[config.mk]
export PLATFORM = sky130hd
export DESIGN_NAME = mem_port_arbiter
export DESIGN_NICKNAME = d
export VERILOG_FILES = /design/src/rtl/mem_port_arbiter.sv
export SDC_FILE = /design/constraint.sdc
export NUM_CORES = 1
export LEC_CHECK = 0
export CAP_MARGIN = 25
export CORE_MARGIN = 2
export CORE_UTILIZATION = 42
export DETAILED_ROUTE_END_ITERATION = 6
export PLACE_DENSITY = 0.9
export SLEW_MARGIN = 20
export SYNTH_ARGS = -nofsm -noshare
export SYNTH_HDL_FRONTEND = slang
export SYNTH_SLANG_ARGS = --single-unit
[constraint.sdc]
create_clock -name clk -period 5.3 [get_ports clk]
set_input_delay 1.06 -clock clk [delete_from_list [all_inputs] [get_ports clk]]
set_output_delay 1.06 -clock clk [all_outputs]
set_load 0.02 [all_outputs]
[src/rtl/mem_port_arbiter.sv]
// Shared single-port memory arbiter between the instruction-fetch port and
// the data port. Each granted access occupies the memory for LAT cycles,
// then spends one DONE cycle pulsing the requester's ready before the
// arbiter returns to IDLE. Simultaneous requests alternate round-robin.
module mem_port_arbiter #(
  parameter int LAT = 2,
  parameter int CW  = 4
) (
  input  logic        clk,
  input  logic        rst,
  input  logic        if_req,
  input  logic [31:0] if_adr,
  output logic [31:0] if_rdata,
  output logic        if_ready,
  input  logic        d_read,
  input  logic        d_write,
  input  logic [31:0] d_adr,
  input  logic [31:0] d_wdata,
  output logic [31:0] d_rdata,
  output logic        d_ready,
  output logic [31:0] mem_adr,
  output logic [31:0] mem_wdata,
  output logic        mem_read,
  output logic        mem_write,
  input  logic [31:0] mem_rdata,
  output logic        stall_if,
  output logic        stall_mem
);

  typedef enum logic [1:0] {IDLE, BUSY_I, BUSY_D, DONE} state_t;

  localparam logic [CW-1:0] CNT_INIT = CW'(LAT - 1);
  localparam logic [CW-1:0] CNT_ONE  = CW'(1);
  localparam logic          LAT_ONE  = (LAT == 1);

  state_t        state;
  logic [CW-1:0] cnt;
  logic          last_d;    // 1: most recent grant went to the data port
  logic          op_write;  // latched operation of the current data access
  logic          d_pend;
  logic          grant_d;

  assign d_pend    = d_read | d_write;
  // Data wins when alone, or when both pend and fetch was granted last.
  assign grant_d   = d_pend & (~if_req | ~last_d);
  assign stall_if  = if_req & ~if_ready;
  assign stall_mem = d_pend & ~d_ready;

  // Arbitration FSM; memory-side signals double as the latched request, so
  // they are loaded on grant and cleared on completion. mem_write is set one
  // cycle early (counter==1, or at grant when LAT==1) so it is high only in
  // the final busy cycle.
  always_ff @(posedge clk or posedge rst) begin
    if (rst) begin
      state     <= IDLE;
      cnt       <= '0;
      last_d    <= 1'b0;
      op_write  <= 1'b0;
      mem_adr   <= '0;
      mem_wdata <= '0;
      mem_read  <= 1'b0;
      mem_write <= 1'b0;
      if_rdata  <= '0;
      d_rdata   <= '0;
      if_ready  <= 1'b0;
      d_ready   <= 1'b0;
    end else begin
      if_ready <= 1'b0;
      d_ready  <= 1'b0;
      case (state)
        IDLE: begin
          if (d_pend || if_req) begin
            cnt    <= CNT_INIT;
            last_d <= grant_d;
            if (grant_d) begin
              state     <= BUSY_D;
              op_write  <= d_write;
              mem_adr   <= d_adr;
              mem_wdata <= d_wdata;
              mem_read  <= ~d_write;
              mem_write <= d_write & LAT_ONE;
            end else begin
              state     <= BUSY_I;
              op_write  <= 1'b0;
              mem_adr   <= if_adr;
              mem_wdata <= '0;
              mem_read  <= 1'b1;
              mem_write <= 1'b0;
            end
          end
        end
        BUSY_I, BUSY_D: begin
          if (cnt == '0) begin
            if (state == BUSY_I) begin
              if_rdata <= mem_rdata;
              if_ready <= 1'b1;
            end else begin
              d_rdata <= op_write ? '0 : mem_rdata;
              d_ready <= 1'b1;
            end
            state     <= DONE;
            op_write  <= 1'b0;
            mem_adr   <= '0;
            mem_wdata <= '0;
            mem_read  <= 1'b0;
            mem_write <= 1'b0;
          end else begin
            cnt       <= cnt - CNT_ONE;
            mem_write <= op_write & (cnt == CNT_ONE);
          end
        end
        DONE: begin
          state <= IDLE;
        end
        default: begin
          state <= IDLE;
        end
      endcase
    end
  end

endmodule
==> flow_summary.toml <==
[die]
initial_utilization_pct = 42.6
die_area_um2 = 14900
ios = 267
core-area_um2 = 13800
die_x_um = 122
num_rows = 43
die_h_um = 122

[critical_path]
cp.arrival_ns = 2.70
required_ns = 4.24
critPathSlowestCell = "clkdlybuf4s50_1"
endpoint_kind = "output port"
crit_fanout = 9
cp_common_cell = "clkdlybuf4s50_1"
crit_path_max_incr_delay_ns = 0.83
crit_type = "input pin to output port"
rr_worst_depth = 6
worst-path-buf-inv = 2
cp-start-kind = "input pin"
crit_family = "buffers and inverters"
path_cells = "clkdlybuf4s50_1 -> nor2b_1 -> clkdlybuf4s50_1"
cp_num_cells = 3

[place]
port_buffers = 266
dpl.hpwl_mm = 11.4
gp_congestion = 0.766
pre_cts_ws_ns = 1.54

[timing]
worst_pin_slew_ns = 0.920
finalHoldViolations = 0
rsz0062_at_grt = "no"
finalSetupViolations = 0
fmax_mhz = 266
min_period_ns = 3.76
setup_tns_ns = 0
fin_crit_sh_pct = 71.0
slew_headroom_pct = 38.6
clock_skew_ns = 0.00656
report.final.slew_viol_count = 0
setup_slack_ns = 1.54

[clock_tree]
cts_setup_buffers = 0
clock_path_buffers = 2
cts_tree = "built"
clk_pin_slew_ns = 0.05
cts_buffers = 17
cts_root_buf = "clkbuf_16"
clkLatencyLatePin_ns = 0.41
cts_resized = 0
cts_sinks = 140
htreeDepth = 4
hold_buffers = 0

[grt]
grt_pass1_wl_mm = 24.7
antenna_found_initial = 0
first_global_vias = 4769
grt_usage_pct = 21.8
grt_max_degree = 101
overflow = 0

[layout]
multi_input_area_um2 = 2240
seqCellArea_um2 = 3500
diodes = 0
nets = 817
nFillCells = 979
drive_above_1_share_pct = 14.8
area_growth_pct = 58.7

[drt]
vias_per_cell = 5.25
route.detailed.drc = 0
drtIter0Drc = 205
wl_per_cell_um = 18.6
num_vias = 4574
drt-total-wl_mm = 16.2
ant_nets = 0
first_pass_iters = 4

[synth]
syn_nets = 557
yosys_warnings = 0
synth_top_family_by_area = "multiplexers"
synth_adder_area_share_pct = 1.07
synth_flop_cell = "dfrtp_1"
syn_inst = 419
synthArstFlopShare_pct = 100
synth_area_um2 = 5860
ys_seq_elements = 140
ys_seq_area_share_pct = 59.7
synth_edf_count = 0
yosys.area_share.simple_pct = 5.85
synthMuxAreaShare_pct = 18.1
synth.distinct_cells = 38
synth_compound_area_share_pct = 12.4
synth_xor_area_share_pct = 0
synth_area_per_cell_um2 = 14.0

[pwr]
p_total_mw = 6.08
irDropWorstVdd_v = 0.000386
cellLeakagePower_nw = 3.96
p_per_area_nw_per_um2 = 653

[job]
maxCapViolCount = 0

[min_path]
hp-class = "flop to flop"
min_delay_path_depth = 1

[status]
status = "complete, no violations"
cells by family (layout without fill, tap and decap cells):
group / count (synthesis) / count (layout)
AO/OA/AOI/OAI: 87 / 87
multiplexers: 98 / 98
flip-flops: 140 / 140
AND/OR/NAND/NOR: 52 / 52
buffers and inverters: 37 / 309
adder cells (fa/ha/maj): 5 / 5
worst reg2reg max path: cells and delay by family, from the launching register on:
family	cells	cell delay (ns)
adder cells (fa/ha/maj)	1	0.19
multiplexers	1	0.39
flip-flops	1	0.39
AND/OR/NAND/NOR	2	1.09
buffers and inverters	2	0.57
routing by layer:
metal  up-vias  routed length [um]  global-route usage [%]  part of all wire (%)
met5         -                   0                       0                     0
met4         0                 561                    10.7                   3.5
met3        43                1330                    6.93                   8.2
met2       212                8210                    37.0                    51
met1      2267                6080                    24.8                    38
li1       2052                   -                       -                     -
final timing paths:
path	from	slack, ns	end
min in group asynchronous	rst	1.23	if_rdata[23]
hold / removal	d_rdata[25]	0.48	d_rdata[25]
max in group asynchronous	rst	2.98	mem_adr[23]
setup reg to reg	cnt[1]	2.55	d_rdata[21]
setup / recovery	if_req	1.54	stall_if
hold reg to reg	d_rdata[25]	0.48	d_rdata[25]
sequential cells by signal, indices dropped and copies added, names as in the netlist:
register	cells
state	2
d_ready	1
d_rdata	32
mem_read	1
last_d	1
if_ready	1
cnt	4
if_rdata	32
mem_wdata	32
mem_adr	32
op_write	1
mem_write	1
where the power goes:
| group | total, mW | internal [mW] | switching [mW] |
|---|---|---|---|
| Combinational | 3.10 | 1.52 | 1.58 |
| Sequential | 1.84 | 1.56 | 0.279 |
| Clock | 1.14 | 0.698 | 0.440 |
area by class of cell:
cell class,count,share of cell area [%]
Clock buffer,19,4.76
Clock inverter,12,1.33
Tap cell,180,2.42
Inverter,6,0.296
Multi-Input combinational cell,242,24.1
Timing Repair Buffer,272,29.5
Sequential cell,140,37.6
through the flow:
stage	instances	hold WS, ns	instance area (um^2)	utilization [%]
detailed placement	839	0.473	8700	63.2
global route	871	0.501	9310	67.6
global placement	837	0.468	8670	63.0
floorplan	419	0.482	5860	-
CTS	870	0.490	9270	67.3
finish	871	0.484	9310	67.6
cell usage in the layout, fill, tap and decap left out, types with 2 or more instances in the layout:
cell type and count:
nor2b_1 34, bufinv_16 2, clkinv_2 6, buf_4 3, inv_1 5, o2bb2ai_1 33
clkinv_4 3, dfrtp_1 140, o22a_1 2, clkbuf_16 17, nor2_1 4, mux2_2 59
mux2i_1 32, mux2_1 7, a22o_1 33, a21oi_1 2, clkdlybuf4s50_1 266, nand2b_1 2
ha_1 5, o31ai_1 2, o21ai_0 5, nand2_1 3
synth_stat cells (all sizes together), types with 2 or more instances:
| cell | n | area share [%] |
|---|---|---|
| nand2b | 2 | 0.21 |
| dfrtp | 140 | 60 |
| o21ai | 5 | 0.43 |
| a22o | 33 | 4.9 |
| o22a | 2 | 0.30 |
| ha | 5 | 1.1 |
| o31ai | 2 | 0.26 |
| nand2 | 3 | 0.19 |
| buf | 13 | 1.3 |
| a21oi | 2 | 0.17 |
| nor3b | 2 | 0.45 |
| inv | 6 | 0.38 |
| o2bb2ai | 34 | 5.1 |
| a211oi | 2 | 0.26 |
| clkbuf | 18 | 1.2 |
| nor2 | 4 | 0.26 |
| mux2i | 32 | 5.5 |
| nor2b | 34 | 3.6 |
| mux2 | 66 | 13 |
Power figures use the tool's default switching activity.
